===== config.mk =====
export PLATFORM = sky130hd
export DESIGN_NAME = wca_cic_interpolator
export DESIGN_NICKNAME = d
export VERILOG_FILES = /design/src/rtl/wca_cic_interpolator.sv
export SDC_FILE = /design/constraint.sdc
export NUM_CORES = 2
export LEC_CHECK = 0
export CAP_MARGIN = 15
export CORE_AREA = 8 8 569 571
export DETAILED_ROUTE_END_ITERATION = 8
export DIE_AREA = 0 0 577 579
export GPL_TIMING_DRIVEN = 0
export PLACE_DENSITY_LB_ADDON = 0.25
export RECOVER_POWER = 50
export SYNTH_ARGS = -nofsm -noshare
export SYNTH_HDL_FRONTEND = slang
export SYNTH_SLANG_ARGS = --single-unit

===== constraint.sdc =====
create_clock -name clock -period 51.3 [get_ports clock]
set_input_delay 7.695 -clock clock [delete_from_list [all_inputs] [get_ports clock]]
set_output_delay 7.695 -clock clock [all_outputs]
set_load 0.05 [all_outputs]

===== src/rtl/wca_cic_interpolator.sv =====
// wca_cic_interpolator: dual-channel I/Q CIC interpolator with shift normalisation, rounding and saturation
module wca_cic_interpolator #(
    parameter int DATA_W   = 16,
    parameter int N_STAGES = 4,
    parameter int ACC_W    = 40
) (
    input  logic                     clock,
    input  logic                     reset,
    input  logic                     enable,
    input  logic                     bypass,
    input  logic                     strobe_in,
    input  logic                     strobe_out,
    input  logic [3:0]               log2_rate,
    input  logic signed [DATA_W-1:0] in_i,
    input  logic signed [DATA_W-1:0] in_q,
    output logic signed [DATA_W-1:0] out_i,
    output logic signed [DATA_W-1:0] out_q,
    output logic                     out_valid,
    output logic                     overrun
);
    localparam logic signed [ACC_W-1:0] MAX = ACC_W'(2 ** (DATA_W - 1) - 1);
    localparam logic signed [ACC_W-1:0] MIN = ~MAX;
    logic                     clr, flush, s_valid;
    logic [7:0]               sh;
    logic signed [ACC_W-1:0]  rnd;
    logic signed [DATA_W-1:0] sample [2];
    logic signed [DATA_W-1:0] held   [2];
    logic signed [DATA_W-1:0] result [2];
    logic signed [DATA_W-1:0] sat    [2];
    logic signed [ACC_W-1:0]  sum    [2];
    logic signed [ACC_W-1:0]  r      [2];
    logic signed [ACC_W-1:0]  c      [2][N_STAGES+1];
    logic signed [ACC_W-1:0]  d      [2][N_STAGES];
    logic signed [ACC_W-1:0]  acc    [2][N_STAGES];
    assign clr       = reset | ~enable;
    assign flush     = clr | bypass;
    assign sample[0] = in_i;
    assign sample[1] = in_q;
    assign out_i     = result[0];
    assign out_q     = result[1];
    assign sh        = 8'(N_STAGES - 1) * {4'b0000, log2_rate};
    assign rnd       = (sh != 8'd0) ? ACC_W'(1) << (sh - 8'd1) : '0;
    always_comb begin
        for (int ch = 0; ch < 2; ch++) begin
            sum[ch] = acc[ch][N_STAGES-1] + rnd;
            r[ch]   = sum[ch] >>> sh;
            sat[ch] = (r[ch] > MAX) ? MAX[DATA_W-1:0] : (r[ch] < MIN) ? MIN[DATA_W-1:0] : r[ch][DATA_W-1:0];
        end
    end
    // Filter state; held at zero in bypass so leaving bypass starts clean
    always_ff @(posedge clock) begin
        if (flush) begin
            s_valid <= 1'b0;
            for (int ch = 0; ch < 2; ch++) begin
                for (int k = 0; k <= N_STAGES; k++) c[ch][k] <= '0;
                for (int k = 0; k < N_STAGES; k++) begin
                    d[ch][k]   <= '0;
                    acc[ch][k] <= '0;
                end
            end
        end else begin
            s_valid <= strobe_in | (s_valid & ~strobe_out);
            for (int ch = 0; ch < 2; ch++) begin
                if (strobe_in) begin
                    c[ch][0] <= ACC_W'(sample[ch]);
                    for (int k = 1; k <= N_STAGES; k++) begin
                        c[ch][k]   <= c[ch][k-1] - d[ch][k-1];
                        d[ch][k-1] <= c[ch][k-1];
                    end
                end
                if (strobe_out) begin
                    acc[ch][0] <= acc[ch][0] + (s_valid ? c[ch][N_STAGES] : '0);
                    for (int k = 1; k < N_STAGES; k++) acc[ch][k] <= acc[ch][k] + acc[ch][k-1];
                end
            end
        end
    end
    always_ff @(posedge clock) begin
        if (clr) begin
            out_valid <= 1'b0;
            overrun   <= 1'b0;
            for (int ch = 0; ch < 2; ch++) begin
                result[ch] <= '0;
                held[ch]   <= '0;
            end
        end else begin
            out_valid <= strobe_out;
            if (strobe_in & s_valid & ~strobe_out & ~bypass) overrun <= 1'b1;
            for (int ch = 0; ch < 2; ch++) begin
                if (strobe_in & bypass) held[ch] <= sample[ch];
                if (strobe_out) result[ch] <= bypass ? held[ch] : sat[ch];
            end
        end
    end
endmodule


* After elaboration in Yosys (flattened, before gate mapping)
Memory sizes are Yosys's and may differ from the RTL's.
Index checks and enable logic that the tools add are counted.
** Word-level totals
- Memory bits (writable) :: 1104
- Word-level logic and storage cells :: 131
- Register bits :: 3
- Bits in latches :: 0
- Memory bits (read-only) :: 0
- Memories kept :: 5
** Memory list
- c :: words 2, bits a word 200, rd ports 2, clocked after memory_dff 0, write ports 2, RTL line 32 : logic signed [ACC_W-1:0] c [2][N_STAGES+1];
- acc :: words 2, bits a word 160, rd ports 2, clocked after memory_dff 0, write ports 2, RTL line 34 : logic signed [ACC_W-1:0] acc [2][N_STAGES];
- d :: words 2, bits a word 160, rd ports 2, clocked after memory_dff 0, write ports 2, RTL line 33 : logic signed [ACC_W-1:0] d [2][N_STAGES];
- held :: words 2, bits a word 16, rd ports 2, clocked after memory_dff 0, write ports 2, RTL line 27 : logic signed [DATA_W-1:0] held [2];
- result :: words 2, bits a word 16, rd ports 2, clocked after memory_dff 0, write ports 2, RTL line 28 : logic signed [DATA_W-1:0] result [2];
** Operators by class
- Order comparisons :: 4
- Shifts and indexed selects :: 3
- $add $sub $neg :: 19
- Reductions and logical operators :: 1
- Multipliers :: 1
- Mux-type cells :: 54
- Bitwise logic cells :: 41
- Div/mod/pow operators :: 0
- Equal/unequal tests :: 0
** Operators by type and width (number)
- 2-to-1 mux 40 bit :: 29
- adder 40 bit :: 10
- subtractor 40 bit :: 8
- 2-to-1 mux 16 bit :: 10
- > comparator 40 x 16 -> 1 bit (second input constant) :: 2
- less-than comparator 40 x 16 -> 1 bit (second input constant) :: 2
- >>> shifter 40 x 6 -> 40 bit :: 2
- << shifter 1 x 8 -> 40 bit (first input constant) :: 1
- bitwise OR 1 bit :: 33
- 2-to-1 mux 1 bit :: 15
- nonzero test 8 bit :: 1
- subtractor 6 x 1 -> 7 bit (second input constant) :: 1
- multiplier 2 x 4 -> 6 bit (first input constant) :: 1
- bitwise AND 1 bit :: 5
- inverter 1 bit :: 3

* Longest topological paths before layout
- Word-level depth :: 11
- Depth in mapped cells :: 38
- Gate-level depth less buffers :: 30

* Worst setup path after synthesis
Ideal clock, no wire load.
- Kind :: input-to-reg
- Start :: in bypass
- End :: mem c[0][0] (netlist name), enable pin
- Data required time :: 50.269 ns
- Setup slack :: 29.029 ns
- Stages on the path :: 2
- Data arrival time :: 21.240 ns
- Setup time :: 1.031 ns
- Cells stage by stage :: clkbuf_1 -> or3_1
** RTL lines
- start, declared :: RTL line 10 : input logic bypass,
- end, declared :: RTL line 32

==> summary.md <==
| Metric | Value |
|---|---|
| Worst-path clk slew | around 60 ps |
| Max-slew violations | 580 |
| Seq/Total Area, Yosys | between 40% and 50% |
| Failing checks | max-capacitance violations, max-slew violations |
| Vias/cell | approximately 4.9 |
| Clock Sinks | 1011 |
| Most frequent CP cell | clkbuf_1 |
| Commonest cells after routing, fill and taps aside | 1008 x edfxtp_1, 900 x nor2_1, 641 x ha_1 |
| Cell Area, Synth | 75100 um^2 |
| Met1 WL | between 100 and 150 mm |
| Slowest CP cell | clkbuf_1 |
| Post-layout nets | around 9k |
| Crit path DAT | around 22000 ps |
| Met2 wire length | 115 mm |
| Die Area | around 330000 um^2 |
| Hold Path Class | reg -> reg |
| Syn Nets | ~8.6k |
| Antenna-violating nets left | 0 |
| Unrepaired setup endpoints after global routing | no |
| DPL Wire Length | 203 mm |
| Initial DRC count | roughly 4.4k |
| Worst Skew | around 43 ps |
| Layout fillers | between 30k and 40k |
| First-pass GRT wire length | 375 mm |
| Largest net degree at the start of global routing | approximately 130 |
| Synth Area per Inst | about 9.5 um^2 |
| Place WS | just under 30000 ps |
| Post-synthesis cell count | about 8k |
| WP buf/inv | 12 |
| Congestion Overflow GR | 0 |
| # rows | 206 |
| Via count | roughly 60k |
| Hold Worst Slack | 502 ps |
| Synth top area share | between 40% and 50% |
| Lkg Pwr | approximately 0.035 uW |
| CP Capture Type | flip-flop |
| Outcome | finished with violations |
| Final worst slack | 29520 ps |
| Die W | about 580 um |
| Synth Flop Type | edfxtp_1 |
| Vias in the first global route | 58.7k |
| DR WL met3 | ~11 mm |
| Initial antenna violation count | 11 |
| Drt wl/cell | around 20 um |
| Fin crit period | between 20000 and 25000 ps |
| Leading area contributor after synthesis | edfxtp_1 |
| Routability cong. | approximately 0.93 |
| Synth area leaders | edfxtp_1 40%, ha_1 11%, nor2_1 4.5% |
| CTS tree | done |
| CP max FO | 11 |
| First-pass detailed-route iteration total | 6 |
| Slew margin rel. | -145% |
| CTS buffer count | approximately 120 |
| Power density over the cells | roughly 28 nW/um^2 |
| Cell variety after synth | between 100 and 150 |
| Overall routed net length | about 250 mm |
| Setup TNS after final layout | 0 ps |
| Worst slew pin tran | between 3000 and 4000 ps |
| Crit path max-delay family | buffers and inverters |
| GRT Util Overall | between 10% and 20% |
| Synth Warn # | 0 |
| Max incr delay on CP | just over 900 ps |
| Htree depth | 3 |
| Worst-Skew Late Latency | slightly below 800 ps |
| Chip height | 579 um |
| Post-cts resize count | 0 |
| Top Ports | between 70 and 80 |
| Post-CTS setup buffers | 0 |
| CP Launch Type | primary input |
| WP data required | just over 50000 ps |
| Post-synth EDFFs | ~1k |
| FF+latch count, synth | just over 1k |
| Starting Density | a little under a quarter |
| Crit Path Category | in -> reg |
| Cts hold-fix bufs | 0 |
| Final setup violating endpoints | 0 |
| DRC | 0 |
| Area grow syn2layout | 13.6% |
| Commonest non-fill, non-tap cell in the layout | edfxtp_1 |
| Maxcap violations | 11 |
| Max Buffers Root-to-Sink | 3 |
| Fraction of registers with async set/reset | 0% |
| Final period util | between 40% and 50% |
| VDD IR max | ~0.025 mV |
| Input/output buffers | 74 |
| Final Hold Violating Endpoints | 0 |
| Placeable Area | approximately 310000 um^2 |
| Root buffer cell | clkbuf_16 |
| F_max | 45.9 MHz |
| Highest routed metal layer | met5 |
| Fraction of layout cells with a size suffix above 1 | under 10% |
-- logic make-up (layout without fill, tap and decap cells) --
family / after synthesis / count (layout) / synth area share, %
flip-flops: 1011 / 1011 / 40.4
adder cells (fa/ha/maj): 674 / 674 / 11.4
buffers and inverters: 776 / 1095 / 3.97
XOR/XNOR: 479 / 479 / 5.66
other: 0 / 3 / 0
multiplexers: 125 / 125 / 1.93
AO/OA/AOI/OAI: 1991 / 1991 / 17.6
AND/OR/NAND/NOR: 2876 / 2876 / 19.1
-- worst paths after layout --
path                      startpoint                          end  slack [ps]  cells after the start
max                     log2_rate[0]  result[0][22]$_SDFFCE_PN0P_       29520                     34
min             overrun$_SDFFE_PN0P_         overrun$_SDFFE_PN0P_         500                      1
max reg2reg  acc[1][0]$_SDFFCE_PN0P_  result[0][22]$_SDFFCE_PN0P_       43790                     19
min reg2reg     overrun$_SDFFE_PN0P_         overrun$_SDFFE_PN0P_         500                      1
-- worst register-to-register path: stages (launching register included) --
cell	delay [ps]
edfxtp_1	370
ha_1	190
inv_1	60
fa_1	500
o31ai_1	440
o211ai_4	140
a2111o_1	530
a2111oi_4	530
nor2_2	200
o21ai_0	240
xor2_1	450
mux2i_1	170
mux2i_1	840
mux2i_1	440
mux2_4	450
a221o_1	330
nand4bb_1	200
a211oi_2	690
o221ai_1	380
a21oi_1	230
-- through the flow --
step	instance area (um^2)	instances	utilization (%)	power [uW]
2_1_floorplan	75100	7932	-	1340
3_3_place_gp	81100	12200	25.8	1520
3_5_place_dp	81700	12200	26.0	1510
4_1_cts	85600	12400	27.3	2390
5_1_grt	85400	12400	27.2	2470
6_report	85400	12400	27.2	2370
-- power breakdown --
group	internal (uW)	total (uW)	switching, uW
Clock	508	868	360
Sequential	940	963	23.4
Combinational	189	537	347
Total	1640	2370	731
-- sequential cells by signal (all words and copies together) (netlist names) --
name / count
held: 32
c: 352
acc: 320
s_valid: 1
d: 272
overrun: 1
out_valid: 1
result: 32
-- final cells by class --
cell class	instances	area [um^2]	area share, %
multi-input combinational	6145	41900	49.0
sequential	1011	30300	35.5
tap	4160	5200	6.10
clock buffer	144	3090	3.62
inverter	485	1830	2.14
buffer	291	1160	1.36
timing repair buffer	103	1040	1.22
clock inverter	72	858	1.01
antenna	3	7.51	0.00879
-- per-layer routing --
layer,global-route usage [%],vias up
li1,-,29500
met1,19.4,29000
met2,24.0,1369
met3,1.98,375
met4,5.49,10
met5,0,-
-- Yosys cell counts, types with 54 or more instances --
cell type  instances
a21o_1           197
nor2b_1          112
o21bai_1          54
a21boi_0          55
clkbuf_1         241
or3_1             57
and2_1           493
o211ai_1          64
ha_1             641
xor2_1           222
edfxtp_1        1008
nand3_1          171
a31oi_1           74
and3_1            96
a21oi_1          498
o21ai_0          411
mux2i_1           86
o31ai_1           55
inv_1            481
a211oi_1         100
nor3_1           284
nor2_1           901
nand2b_1         126
nand2_1          421
xnor2_1          251
o21a_1            78
No activity file was read; power rests on OpenSTA's default activity.
